[src/rtl/mod12_seq_ctrl_pkg.sv]
// Shared types and mod-12 arithmetic for the counter sequencing controller.
package mod12_seq_ctrl_pkg;

  localparam int unsigned MOD12 = 12;
  localparam int unsigned CNT_W = 4;

  typedef enum logic [1:0] {
    OP_LOAD  = 2'd0,
    OP_UP    = 2'd1,
    OP_DOWN  = 2'd2,
    OP_CLEAR = 2'd3
  } ctl_op_e;

  typedef enum logic [1:0] {
    S_IDLE = 2'd0,
    S_EXEC = 2'd1,
    S_RESP = 2'd2
  } seq_state_e;

  function automatic logic [CNT_W-1:0] next_mod(input logic [CNT_W-1:0] count, input logic up);
    if (up) begin
      return (count == CNT_W'(MOD12 - 1)) ? '0 : count + CNT_W'(1);
    end else begin
      return (count == '0) ? CNT_W'(MOD12 - 1) : count - CNT_W'(1);
    end
  endfunction

endpackage

[src/rtl/mod12_seq_ctrl_arb.sv]
// Two-way round-robin arbiter; on advance, priority moves to the requester
// that did not own the most recent grant.
module rr_arb2 (
  input  logic       clk,
  input  logic       rst,
  input  logic [1:0] req,
  input  logic       advance,
  output logic [1:0] grant,
  output logic       ptr
);

  logic ptr_q;
  logic owner_q;

  always_comb begin
    grant = req;
    if (req == 2'b11) begin
      grant = ptr_q ? 2'b10 : 2'b01;
    end
  end

  always_ff @(posedge clk) begin
    if (rst) begin
      ptr_q   <= 1'b0;
      owner_q <= 1'b0;
    end else begin
      if (|grant) begin
        owner_q <= grant[1];
      end
      if (advance) begin
        ptr_q <= ~owner_q;
      end
    end
  end

  assign ptr = ptr_q;

endmodule

[src/rtl/mod12_seq_ctrl.sv]
// Sequences LOAD/UP/DOWN/CLEAR commands from two requesters onto a mod-12
// up/down counter, holding it static between commands.
module mod12_seq_ctrl
  import mod12_seq_ctrl_pkg::*;
#(
  parameter int unsigned MODULUS = 12,
  parameter int unsigned CW      = 4,
  parameter int unsigned STEP_W  = 4
) (
  input  logic                clk,
  input  logic                rst,
  input  logic [1:0]          req_valid,
  output logic [1:0]          req_ready,
  input  logic [1:0][1:0]     req_op,
  input  logic [1:0][CW-1:0]  req_val,
  output logic                resp_valid,
  output logic                resp_id,
  output logic [CW-1:0]       resp_count,
  output logic                resp_err,
  output logic                ctr_load,
  output logic                ctr_up_down,
  output logic [CW-1:0]       ctr_din,
  output logic                ctr_rst,
  input  logic [CW-1:0]       ctr_count
);

  seq_state_e        state_q, state_d;
  ctl_op_e           op_q;
  logic [CW-1:0]     val_q;
  logic [CW-1:0]     shadow_q, shadow_d;
  logic [STEP_W-1:0] rem_q, rem_d;
  logic              id_q;
  logic              err_q, err_d;

  logic [1:0] arb_req;
  logic [1:0] grant;
  logic       ptr;
  logic       accept;
  logic       sel_id;
  logic       clear_pulse;
  logic       advance;

  // Requests are only visible to the arbiter while idle, so a grant is a transfer.
  assign arb_req = (state_q == S_IDLE) ? req_valid : 2'b00;
  assign accept  = |grant;
  assign sel_id  = (&arb_req) ? ptr : arb_req[1];

  rr_arb2 u_arb (
    .clk     (clk),
    .rst     (rst),
    .req     (arb_req),
    .advance (advance),
    .grant   (grant),
    .ptr     (ptr)
  );

  always_ff @(posedge clk) begin
    if (rst) begin
      state_q  <= S_IDLE;
      shadow_q <= '0;
      op_q     <= OP_LOAD;
      val_q    <= '0;
      rem_q    <= '0;
      id_q     <= 1'b0;
      err_q    <= 1'b0;
    end else begin
      state_q  <= state_d;
      shadow_q <= shadow_d;
      rem_q    <= rem_d;
      err_q    <= err_d;
      if (accept) begin
        op_q  <= ctl_op_e'(req_op[sel_id]);
        val_q <= req_val[sel_id];
        id_q  <= sel_id;
      end
    end
  end

  always_comb begin
    state_d     = state_q;
    shadow_d    = shadow_q;
    rem_d       = rem_q;
    err_d       = err_q;
    req_ready   = 2'b00;
    ctr_load    = 1'b1;
    ctr_din     = shadow_q;
    ctr_up_down = 1'b0;
    clear_pulse = 1'b0;
    resp_valid  = 1'b0;
    resp_id     = 1'b0;
    resp_count  = '0;
    resp_err    = 1'b0;
    advance     = 1'b0;

    unique case (state_q)
      S_IDLE: begin
        req_ready = grant;
        if (accept) begin
          rem_d   = STEP_W'(req_val[sel_id]);
          err_d   = 1'b0;
          state_d = S_EXEC;
        end
      end

      S_EXEC: begin
        unique case (op_q)
          OP_LOAD: begin
            if (val_q <= CW'(MODULUS - 1)) begin
              ctr_din  = val_q;
              shadow_d = val_q;
            end else begin
              err_d = 1'b1;
            end
            state_d = S_RESP;
          end
          OP_UP, OP_DOWN: begin
            if (rem_q == '0) begin
              state_d = S_RESP;
            end else begin
              ctr_load    = 1'b0;
              ctr_up_down = (op_q == OP_UP);
              shadow_d    = CW'(next_mod(CNT_W'(shadow_q), op_q == OP_UP));
              rem_d       = rem_q - STEP_W'(1);
              if (rem_q == STEP_W'(1)) begin
                state_d = S_RESP;
              end
            end
          end
          OP_CLEAR: begin
            clear_pulse = 1'b1;
            shadow_d    = '0;
            state_d     = S_RESP;
          end
          default: state_d = S_RESP;
        endcase
      end

      S_RESP: begin
        resp_valid = 1'b1;
        resp_id    = id_q;
        resp_count = shadow_q;
        // Also flags a counter that drifted from the shadow copy.
        resp_err   = err_q | (ctr_count != shadow_q);
        advance    = 1'b1;
        state_d    = S_IDLE;
      end

      default: state_d = S_IDLE;
    endcase
  end

  assign ctr_rst = rst | clear_pulse;

endmodule

[config.mk]
export PLATFORM = sky130hd
export DESIGN_NAME = mod12_seq_ctrl
export DESIGN_NICKNAME = d
export VERILOG_FILES = /design/src/rtl/mod12_seq_ctrl_pkg.sv /design/src/rtl/mod12_seq_ctrl_arb.sv /design/src/rtl/mod12_seq_ctrl.sv
export SDC_FILE = /design/constraint.sdc
export NUM_CORES = 1
export LEC_CHECK = 0
export ABC_AREA = 1
export BUFFER_PORTS_ARGS = -buffer_cell sky130_fd_sc_hd__clkbuf_2
export CAP_MARGIN = 10
export CORE_MARGIN = 2
export CORE_UTILIZATION = 53
export DETAILED_ROUTE_END_ITERATION = 6
export GPL_ROUTABILITY_DRIVEN = 0
export PLACE_DENSITY = 0.86
export SYNTH_ARGS = -nofsm -noshare
export SYNTH_HDL_FRONTEND = slang
export SYNTH_HIERARCHICAL = 1
export SYNTH_SLANG_ARGS = --single-unit
[constraint.sdc]
create_clock -name clk -period 2 [get_ports clk]
set_clock_uncertainty 0.2 [all_clocks]
set_input_delay 0.2 -clock clk [delete_from_list [all_inputs] [get_ports clk]]
set_output_delay 0.2 -clock clk [all_outputs]
set_load 0.1 [all_outputs]
After elaboration in Yosys (flattened, before gate mapping). Cells that the tools add are included.

Register bits after elaboration: 20. Output and inout bits: 16. Input bits: 20. Word-level logic and storage cells: 88.

Magnitude comparators: 2. Bitwise gates (word level): 3. Muxes and demuxes: 42. Equal/unequal tests: 16. $add $sub $neg: 3. Reductions and logical operators: 13.

Operator list (number): 4-bit 2-to-1 mux (13); 2-bit 2-to-1 mux (9); 1-bit 2-to-1 mux (15); 4-bit one-hot mux with 3 select lines (1); 2-bit != test, second input constant (5); 2-bit == test, second input constant (4); 4-bit zero test (2); 2-bit one-hot mux with 2 select lines (2); 4-bit one-hot mux with 2 select lines (1); 4-bit AND reduction (2); 4-bit by 1-bit subtractor with 4-bit output, second input constant (2); 2-bit AND reduction (3); 2-bit OR reduction (3); 4-bit by 1-bit adder with 4-bit output, second input constant (1); 2-bit by 1-bit == test with 1-bit output, second input constant (2); 4-bit by 1-bit == test with 1-bit output, second input constant (1); 4-bit == test, second input constant (1); 4-bit <= comparator, second input constant (1); 2-bit zero test (2); 4-bit != test (1); 4-bit != test, second input constant (1); 1-bit by 2-bit < comparator with 1-bit output, second input constant (1); 2-bit by 1-bit != test with 1-bit output, second input constant (1); 1-bit OR (2); 3 further kinds (3).

Longest topological paths before layout. Gate-level depths: netlist of the first run.

Depth after elaboration: 8. Depth in mapped cells: 13. Mapped depth without buffers: 13.

Modules after synthesis. Netlist of the first run, hierarchy kept.

By module, submodules not included: mod12_seq_ctrl (cells each 216, area an instance 1376.3 um^2, seq. area each 360.3 um^2, times used 1); rr_arb2 (cells each 12, area an instance 90.1 um^2, seq. area each 40.0 um^2, times used 1).

Worst setup path after synthesis of the first run. No wires, ideal clock.

Path kind: register to output. Start point: register state_q[1]. End point: output resp_err. Data arrival time: 3651 ps. Stages on the path, launching flop included: 5. Required time: 1600 ps. Setup slack: -2051 ps. Buffers on the path: 0. Cells stage by stage: dfxtp_1 > inv_1 > nor2_1 > inv_1 > a21oi_1.

Word-level cells in the longest chain between the ends: 2.

Ends and longest elaborated chain: start, declared (line mod12_seq_ctrl.sv:27) `seq_state_e state_q, state_d;`; start signal, assigned (line mod12_seq_ctrl.sv:67) `state_q <= state_d;`; 2-bit == test (line mod12_seq_ctrl.sv:95) `unique case (state_q)`; 1-bit 2-to-1 mux (line mod12_seq_ctrl.sv:95); end, declared (line mod12_seq_ctrl.sv:19) `output logic resp_err,`.

Every way passes these cells.

Final worst setup path of the first run.
Start point: register op_q[0]. End point: output ctr_din[2].

Word-level cells in the longest chain between the ends: 3.

Ends and longest elaborated chain: start, declared (line mod12_seq_ctrl.sv:28) `ctl_op_e op_q;`; start signal, assigned (line mod12_seq_ctrl.sv:72) `op_q <= ctl_op_e'(req_op[sel_id]);`; 2-bit zero test (line mod12_seq_ctrl.sv:106) `unique case (op_q)`; 4-bit 2-to-1 mux (line mod12_seq_ctrl.sv:106); 4-bit 2-to-1 mux (line mod12_seq_ctrl.sv:95); end, declared (line mod12_seq_ctrl.sv:22) `output logic [CW-1:0] ctr_din,`.

Every way passes these cells.

==> results of run 1 <==
==> cell usage after synthesis <==
library cell,instances
a211oi_1,1
a211oi_2,1
a21oi_1,16
a21oi_2,2
a22oi_1,1
a31o_1,1
a31oi_1,2
buf_4,1
clkbuf_1,2
clkinv_1,1
dfxtp_1,20
ha_1,7
inv_1,37
inv_2,2
nand2_1,39
nand2_2,1
nand2_4,3
nand3_1,26
nand3_2,1
nand4_1,2
nor2_1,27
nor2_2,1
nor2_4,2
nor3_1,1
o211ai_1,6
o21a_1,2
o21ai_0,16
o21ai_1,1
o21ai_2,1
o22ai_1,1
or2_2,1
xnor2_1,3
==> layer usage <==
layer	wire length [µm]	up-vias	part of all wire (%)	global-route usage [%]
met4	293	0	5.1	9.86
met5	0	-	0	0
met2	2730	162	48	53.0
met1	2100	875	37	36.4
li1	-	873	-	-
met3	577	37	10	3.69
==> kinds of logic after synthesis <==
group	count (synthesis)
buffers and inverters	43
XOR/XNOR	3
adder cells (fa/ha/maj)	7
flip-flops	20
AO/OA/AOI/OAI	51
AND/OR/NAND/NOR	104
==> cell type report <==
type	count	area (µm²)
clock buffers	3	22.5
clock inverters	1	30.0
fillers	121	298
inverters	40	160
multi-input cells	165	1120
flip-flops and latches	20	412
well taps	31	38.8
repair buffers	60	602
==> repair_timing <==
action,4_1_cts,5_1_grt
endpoints found under the setup margin,14,19
gates cloned,0,0
hold buffers,1,0
pin swaps,5,5
setup buffers,5,10
hold endpoints to repair,4,0
gates resized for setup,16,27
==> worst max-delay path, cell delays in order (launching register included) <==
cell,delay [ps]
dfxtp_2,350
inv_1,100
ha_4,170
inv_6,60
a211oi_4,260
nand2_2,100
o21ai_4,90
buf_12,190
==> power by group through the flow <==
stage | Sequential [µW] | Combinational [µW] | Clock [µW]
2_1_floorplan | 605 | 1420 | 0
3_3_place_gp | 622 | 1910 | 0
3_5_place_dp | 625 | 1960 | 0
4_1_cts | 615 | 2050 | 341
5_1_grt | 649 | 2510 | 357
6_report | 644 | 2390 | 343
==> state kept, by name (all words and copies together) (netlist names) <==
register       flops
err_q              1
id_q               1
op_q               2
rem_q              4
shadow_q           4
state_q            2
u_arb/owner_q      1
u_arb/ptr          1
val_q              4
==> through the flow <==
stage,area (µm²),instances
floorplan,1600,228
global placement,2090,300
detailed placement,2090,300
CTS,2230,310
global route,2390,320
finish,2390,320
==> worst max-delay path by stage <==
| stage | startpoint | endpoint | slack, ps | cells after the start |
|---|---|---|---|---|
| floorplan | state_q[1]$_SDFFE_PP0P_ | resp_err | -390 | 4 |
| global placement | op_q[0]$_SDFFE_PP0P_ | ctr_din[1] | 80 | 6 |
| detailed placement | op_q[1]$_SDFFE_PP0P_ | ctr_din[1] | 50 | 6 |
| CTS | op_q[1]$_SDFFE_PP0P_ | ctr_up_down | -5 | 7 |
| global route | op_q[0]$_SDFFE_PP0P_ | ctr_din[2] | -80 | 7 |
| finish | op_q[0]$_SDFFE_PP0P_ | ctr_din[2] | -30 | 7 |
==> placed cells by master (no fill, tap or decap), types with 4 or more instances in the layout <==
| master | count |
|---|---|
| clkbuf_2 | 20 |
| a21oi_2 | 4 |
| nand3_1 | 26 |
| o21ai_0 | 11 |
| nor2_4 | 12 |
| a21oi_1 | 12 |
| ha_1 | 6 |
| nand2_1 | 35 |
| buf_12 | 15 |
| nor2_1 | 17 |
| nand2_4 | 5 |
| dfxtp_2 | 6 |
| inv_1 | 30 |
| inv_2 | 7 |
| buf_4 | 21 |
| dfxtp_1 | 13 |
| o211ai_1 | 6 |
==> flow_summary.toml, run 1 <==
[floorplan]
die_x_um = 56.6
die_area_um2 = 3200
die_h_um = 56.6
start_util_pct = 54.6
num_rows = 19
io_pins = 36
core-area_um2 = 2690

[clock_network]
clkLatencyLatePin_ps = 310
cts_buffers = 3
clock_path_buffers = 2
clock_sinks = 20
cts_tree = "built"
htreeDepth = 1
clkSlewWorstSetupHoldPaths_ps = 130
cts-root-buf = "clkbuf_4"

[yosys]
synthAdderAreaFrac_pct = 5.97
synthDominantAreaCellType = "dfxtp_1"
synth_cell_types = 32
syn_nets = 255
avgSynthCellArea_um2 = 6.43
syn_inst = 228
yosysSeqAreaShare_pct = 27.3
synth_compound_area_share_pct = 20.9
ys_seq_elements = 20
yosys.area_share.simple_pct = 32.8
ys_warn_count = 6
synth.top_cell.area_share_pct = 27.3
yosys-top-cells-area = "dfxtp_1 27%, nand2_1 10%, inv_1 9.5%, nand3_1 8.9%, nor2_1 6.9%"
netlist_area_um2 = 1470
synth_top_family_by_area = "simple AND/OR/NAND/NOR gates"
synth.area.mux_share_pct = 0
synthXorXnorAreaFrac_pct = 1.79

[power_and_ir_drop]
vdd_ir_drop_max_mv = 1.36
power_frac_clock_pct = 10.1
p_leak_uw = 0.00108
power_density_nw_per_um2 = 1410
p_total_uw = 3380
seqPwrFrac_pct = 19.1
p_sw_share_pct = 53.5
pwr-share-comb_pct = 70.8
p_sw_uw = 1810
internal_power_uw = 1570

[final_layout]
drive_above_1_share_pct = 40.5
syn2layout_area_growth_pct = 62.9
n_antenna_cell = 0
final_nets = 317
finish.utilization_pct = 88.9

[placed_design]
dp_hpwl_um = 3130
pre_cts_ws_ps = 45.1
portBuffers = 35

[worst_hold_path]
holdPathEnd = "op_q[1]$_SDFFE_PP0P_"
min-delay-path-class = "input pin to register"
min_from = "req_op[1]"
hold_depth = 5

[grt]
track_usage_pct = 29.6
grt_first_pass_wirelength_um = 7450
grt.overflow.total = 0
grt_pass1_vias = 1696
grt_antenna_before_repair = 0
grt_max_degree = 13

[timing]
fmax_mhz = 492
fin_crit_sh_pct = 102
fin_crit_ps = 2030
hold_viol_final = 0
tns_ps = -49.8
finalSetupViolations = 2
finalWorstSetupSlack_ps = -32.7
rsz0062_at_grt = "yes"
final_max_slew_viol_count = 0
relSlewSlack_pct = 64.3
fin_hold_ws_ps = 22.8
tightest_slew_ps = 538

[critical_path]
cp.required_ps = 1600
cp-end-kind = "output pin"
worstReg2RegStart = "state_q[1]$_SDFFE_PP0P_"
r2r_setup_slack_ps = 50
arrival_ps = 1630
worst-r2r-cell-count = 11
rr_endpoint = "val_q[2]$_SDFFE_PP0P_"
worstSetupPathType = "register to output pin"
path_max_fanout = 5
cp-start-kind = "register"

[routing]
wl_per_cell_um = 17.8
firstDrtPassIters = 5
postRouteAntennaNets = 0
drt_iter0_markers = 192
wl_um = 5700
dr_total_vias = 1947
via_per_inst = 6.08
drc = 0

[flow_run]
cap_viol_max_count = 0

[run_status]
violations = "negative setup slack"
status = "finished, violations left"
No activity file was read; power rests on OpenSTA's default activity.
==> run 2, diff against run 1 <==
Settings changed: CORE_UTILIZATION 53 to 55, CTS_BUF_LIST set to sky130_fd_sc_hd__clkbuf_4, PLACE_DENSITY 0.86 to 0.89, SETUP_SLACK_MARGIN set to 0.5.
==> flow_summary.toml, run 2 <==
[placed_design]
portBuffers = 35
place_inst = 294
pre_cts_ws_ps = 101
dp_hpwl_um = 3460

[yosys]
synthFlopType = "dfxtp_1"
syn_nets = 255
synth_cell_types = 32
netlist_area_um2 = 1470
yosys-top-cells-area = "dfxtp_1 27%, nand2_1 10%, inv_1 9.5%, nand3_1 8.9%, nor2_1 6.9%"
synth.top_cells.by_count = "39 x nand2_1, 37 x inv_1, 27 x nor2_1, 26 x nand3_1, 20 x dfxtp_1"
ys_seq_elements = 20
synth.top_cell.area_share_pct = 27.3
yosysSeqAreaShare_pct = 27.3
avgSynthCellArea_um2 = 6.43
synth-edff-count = 0
async_flop_share_pct = 0
synthDominantAreaCellType = "dfxtp_1"
ys_warn_count = 6
syn_inst = 228
synth.most_common_cell = "nand2_1"

[floorplan]
io_pins = 36
die_h_um = 55.6
start_util_pct = 58.7
num_rows = 18
die_x_um = 55.6

[clock_network]
htreeDepth = 1
cts-root-buf = "clkbuf_4"
post_cts_resize_count = 27
clock_path_buffers = 2
cts_buffers = 3
cts_hold_buf = 1
post-cts-setup-buffers = 17
clock_sinks = 20

[run_status]
status = "did not finish"
firstError = "[ERROR DPL-0033] detailed placement checks failed during check placement."
lastStage = "clock tree synthesis (4_1_cts)"
[run 2: cell families after synthesis]
group           synth area share (%)
compound gates                  20.9
buf+inv                         11.3
fa+ha+maj                       5.97
flops                           27.3
xor+xnor                        1.79
simple gates                    32.8
[run 2: metrics by stage]
step	instance area, µm²	TNS (ps)	hold WS [ps]	utilization, %
after floorplan	1720	-1680	53.3	-
after global placement	2160	0	288	86.6
after detailed placement	2160	0	282	86.6
==> run 3, diff against run 2 <==
Settings changed: CORE_UTILIZATION 55 to 40, CTS_BUF_LIST sky130_fd_sc_hd__clkbuf_4 to unset, PLACE_DENSITY 0.89 to unset, PLACE_DENSITY_LB_ADDON set to 0.15, SETUP_SLACK_MARGIN 0.5 to unset.
==> flow_summary.toml, run 3 (synthesis results as in run 1) <==
[power_and_ir_drop]
power_density_nw_per_um2 = 1300
p_leak_uw = 0.00107
vdd_ir_drop_max_mv = 0.656

[final_layout]
multi_input_area_um2 = 1120
reg_top3 = "rem_q x4, shadow_q x4, val_q x4"
drive_above_1_share_pct = 41.3
n_antenna_cell = 0
fillers = 273
layout_common_cells = "35 x nand2_1, 29 x inv_1, 26 x nand3_1, 20 x clkbuf_2, 19 x buf_4"
syn2layout_area_growth_pct = 62.8
regArea_um2 = 412
final_common_cell = "nand2_1"
final_nets = 316

[critical_path]
cp-end-kind = "output pin"
cp.required_ps = 1600
cp-start-kind = "register"
arrival_ps = 1580
worst-r2r-cell-count = 11
worstSetupPathType = "register to output pin"
path_max_fanout = 6

[timing]
fin_crit_ps = 1980
fin_hold_ws_ps = 20.3
tightest_slew_ps = 537
fin_crit_sh_pct = 99.2
final_max_slew_viol_count = 0
hold_viol_final = 0
finalWorstSetupSlack_ps = 16.5
finalSetupViolations = 0
fmax_mhz = 504
relSlewSlack_pct = 64.4
rsz0062_at_grt = "yes"

[routing]
wl_per_cell_um = 13.0
drc = 0
dr_total_vias = 1730
via_per_inst = 5.18
drt_iter0_markers = 105
maxUsedRoutingLayer = "met4"
wl_um = 4340
firstDrtPassIters = 5
met1_length_um = 1800
met2WireLength_um = 2110
met3WireLength_um = 339
postRouteAntennaNets = 0

[worst_hold_path]
hold_depth = 5
min-delay-path-class = "input pin to register"

[clock_network]
clkSlewWorstSetupHoldPaths_ps = 120
htreeDepth = 1
cts-root-buf = "clkbuf_4"
clock_sinks = 20
clock_path_buffers = 2
cts_buffers = 3
cts_tree = "built"
clkLatencyLatePin_ps = 310

[floorplan]
core-area_um2 = 3420
die_area_um2 = 4170
io_pins = 36
die_x_um = 64.5
start_util_pct = 42.9
num_rows = 21
die_h_um = 64.5

[placed_design]
pre_cts_ws_ps = 24.7
portBuffers = 35
dp_hpwl_um = 3120

[run_status]
status = "finished, final reports clean"

[grt]
grt_pass1_vias = 1529
grt_max_degree = 13
grt.overflow.total = 0
grt_first_pass_wirelength_um = 7070
track_usage_pct = 21.5
grt_antenna_before_repair = 0

[flow_run]
cap_viol_max_count = 0
-- run 3: report_power, final --
group | internal, µW | switching (µW) | total (µW)
registers | 520 | 120 | 640
clock network | 111 | 134 | 245
logic | 831 | 1390 | 2220
-- run 3: cell type report --
| cell class | instances | share of cell area [%] |
|---|---|---|
| Multi-Input combinational cell | 165 | 46.8 |
| Timing Repair Buffer | 59 | 25.2 |
| Sequential cell | 20 | 17.2 |
| Inverter | 40 | 6.87 |
| Tap cell | 46 | 2.41 |
| Clock buffer | 4 | 1.52 |
-- run 3: final timing paths --
path	end	startpoint	slack [ps]
max	ctr_din[2]	shadow_q[2]$_SDFFE_PP0P_	20
min	op_q[0]$_SDFFE_PP0P_	req_op[0]	20
max reg2reg	rem_q[0]$_SDFFE_PP0P_	state_q[0]$_SDFFE_PP0P_	180
min reg2reg	rem_q[3]$_SDFFE_PP0P_	rem_q[3]$_SDFFE_PP0P_	310
-- run 3: stage by stage --
stage	setup TNS [ps]	utilization [%]	total power, µW	cell area (µm²)	std cells
detailed placement	0	62.7	2610	2140	319
CTS	0	66.4	2930	2270	331
floorplan	-2000	-	2030	1600	228
finish	0	69.9	3110	2390	334
global route	-104	69.9	3310	2390	334
global placement	0	62.7	2590	2140	319
-- run 3: layer usage --
metal	up-vias	GRT usage (%)
met5	-	0
met4	0	5.59
met3	11	3.30
met2	77	37.5
met1	774	27.6
li1	868	-
-- run 3: what timing repair did --
item,4_1_cts,5_1_grt
endpoints found under the hold margin,4,0
buffers inserted,7,3
setup endpoints to repair,12,19
resized for setup,14,31
hold buffers,1,0
cloned,0,0
pin swaps,6,8
-- run 3: worst max-delay path, stage by stage, from the launching register on --
cell and delay (ps):
dfxtp_1 490, inv_1 140, a211oi_4 260, nand2_2 110, o21ai_4 80, buf_12 190
==> run 4, diff against run 3 <==
Settings changed: PLACE_DENSITY set to 0.67, PLACE_DENSITY_LB_ADDON 0.15 to unset, REMOVE_ABC_BUFFERS set to 1.
==> flow_summary.toml, run 4 (synthesis results as in run 1) <==
[critical_path]
crit_buf_inv = 3
worstSetupPathType = "register to output pin"
critical_path_depth = 7
worst-r2r-cell-count = 11
critPathTopFamily = "flip-flops"
crit_chain = "inv_2 > ha_4 > inv_4 > a211oi_2 > nand2_1 > o21ai_2 > buf_12"
cp-start-kind = "register"
arrival_ps = 1560
cpPeakStageDelay_ps = 350
cp-end-kind = "output pin"
path_max_fanout = 5
cp.required_ps = 1600
slowest_stage = "dfxtp_2"

[grt]
track_usage_pct = 19.7
grt_pass1_vias = 1498
grt_antenna_before_repair = 0
grt_first_pass_wirelength_um = 6490
grt.overflow.total = 0
grt_max_degree = 13

[routing]
wl_per_cell_um = 12.5
drc = 0
wl_um = 4110
postRouteAntennaNets = 0
via_per_inst = 5.04
firstDrtPassIters = 5
drt_iter0_markers = 74
dr_total_vias = 1654

[power_and_ir_drop]
power_density_nw_per_um2 = 1350
p_total_uw = 3050
p_leak_uw = 0.00104
vdd_ir_drop_max_mv = 0.909

[final_layout]
layout_common_cells = "37 x nand2_1, 28 x inv_1, 26 x nand3_1, 19 x clkbuf_2, 17 x buf_4"
fin_area_um2 = 2260
n_antenna_cell = 0
final_nets = 310
final_common_cell = "nand2_1"
syn2layout_area_growth_pct = 54.4
instances_no_fill = 328
reg_top3 = "rem_q x4, shadow_q x4, val_q x4"
drive_above_1_share_pct = 39.0

[timing]
final_max_slew_viol_count = 0
hold_viol_final = 0
finalSetupViolations = 0
fmax_mhz = 511
rsz0062_at_grt = "yes"
fin_crit_sh_pct = 97.8
fin_crit_ps = 1960
relSlewSlack_pct = 75.1
tightest_slew_ps = 373

[clock_network]
clock_sinks = 20
clkSlewWorstSetupHoldPaths_ps = 140
cts_tree = "built"
cts_buffers = 3
htreeDepth = 1
clock_path_buffers = 2
clkLatencyLatePin_ps = 330
cts-root-buf = "clkbuf_4"

[floorplan]
die_h_um = 64.5
core-area_um2 = 3420
die_area_um2 = 4170
start_util_pct = 42.9
io_pins = 36
num_rows = 21
die_x_um = 64.5

[worst_hold_path]
hold_depth = 5
min-delay-path-class = "input pin to register"

[placed_design]
portBuffers = 35
dp_hpwl_um = 3020
placed_cell_area_um2 = 1960
place_inst = 313

[run_status]
status = "finished, final reports clean"

[flow_run]
cap_viol_max_count = 0
run 4: cell types whose count changed in the layout (fill, tap and decap cells not counted), moves of 2 or more:
cell     change
nor2_4       -6
buf_4        -2
buf_6        -3
nor2_2       +5
o21ai_2      +2
inv_2        +3
o21ai_4      -3
nand2_2      -3
nand2_1      +2
run 4: area by class of cell:
cell class | instances | area [µm²]
fill | 293 | 1150
multi-input combinational | 165 | 1040
timing repair buffer | 53 | 543
sequential | 20 | 414
inverter | 40 | 161
tap | 46 | 57.6
clock inverter | 1 | 30.0
clock buffer | 3 | 22.5
run 4: final timing paths:
path	startpoint	endpoint	slack, ps
hold reg to reg	err_q$_SDFFE_PP0P_	err_q$_SDFFE_PP0P_	290
setup / recovery	op_q[1]$_SDFFE_PP0P_	ctr_din[2]	40
hold / removal	req_val[1]	val_q[1]$_SDFFE_PP0P_	8
setup reg to reg	state_q[0]$_SDFFE_PP0P_	rem_q[1]$_SDFFE_PP0P_	130
run 4: timing repair:
action / 4_1_cts / 5_1_grt
endpoints found under the hold margin: 5 / 0
hold buffers: 2 / 0
endpoints found under the setup margin: 11 / 21
buffers inserted: 6 / 3
resized for setup: 24 / 35
pin swaps: 6 / 6
run 4: worst register-to-register path: stages, from the launching register on:
cell and delay, ps:
dfxtp_4 400, inv_2 70, nand2_4 70, nor2_2 100
inv_2 60, o21a_1 160, inv_1 110, nand2_1 100
nand2_2 180, nand2_4 80, o21ai_0 160, a21oi_1 60
run 4: metrics by stage:
step | hold slack (ps) | setup WS (ps) | util, % | TNS, ps
2_1_floorplan | 62.4 | -2050 | - | -18310
3_5_place_dp | 252 | 54.4 | 57.5 | 0
5_1_grt | 39.3 | -26.0 | 66.3 | -60.6
3_3_place_gp | 250 | 123 | 57.5 | 0
4_1_cts | 15.8 | -25.5 | 62.7 | -62.5
6_report | 8.35 | 43.6 | 66.3 | 0
run 4: power breakdown:
| group | leakage (µW) | switching [µW] | internal, µW | total (µW) |
|---|---|---|---|---|
| clock | 0.0000279 | 144 | 203 | 347 |
| sequential | 0.000168 | 122 | 522 | 644 |
| combinational | 0.000844 | 1310 | 751 | 2060 |
| total | 0.00104 | 1570 | 1480 | 3050 |
run 4: layer usage:
| layer | vias up | global-route usage [%] | wire length, µm |
|---|---|---|---|
| met1 | 743 | 25.4 | 1860 |
| met5 | - | 0 | 0 |
| met4 | 0 | 6.65 | 48 |
| met2 | 48 | 34.2 | 2040 |
| met3 | 5 | 1.91 | 161 |
| li1 | 858 | - | - |
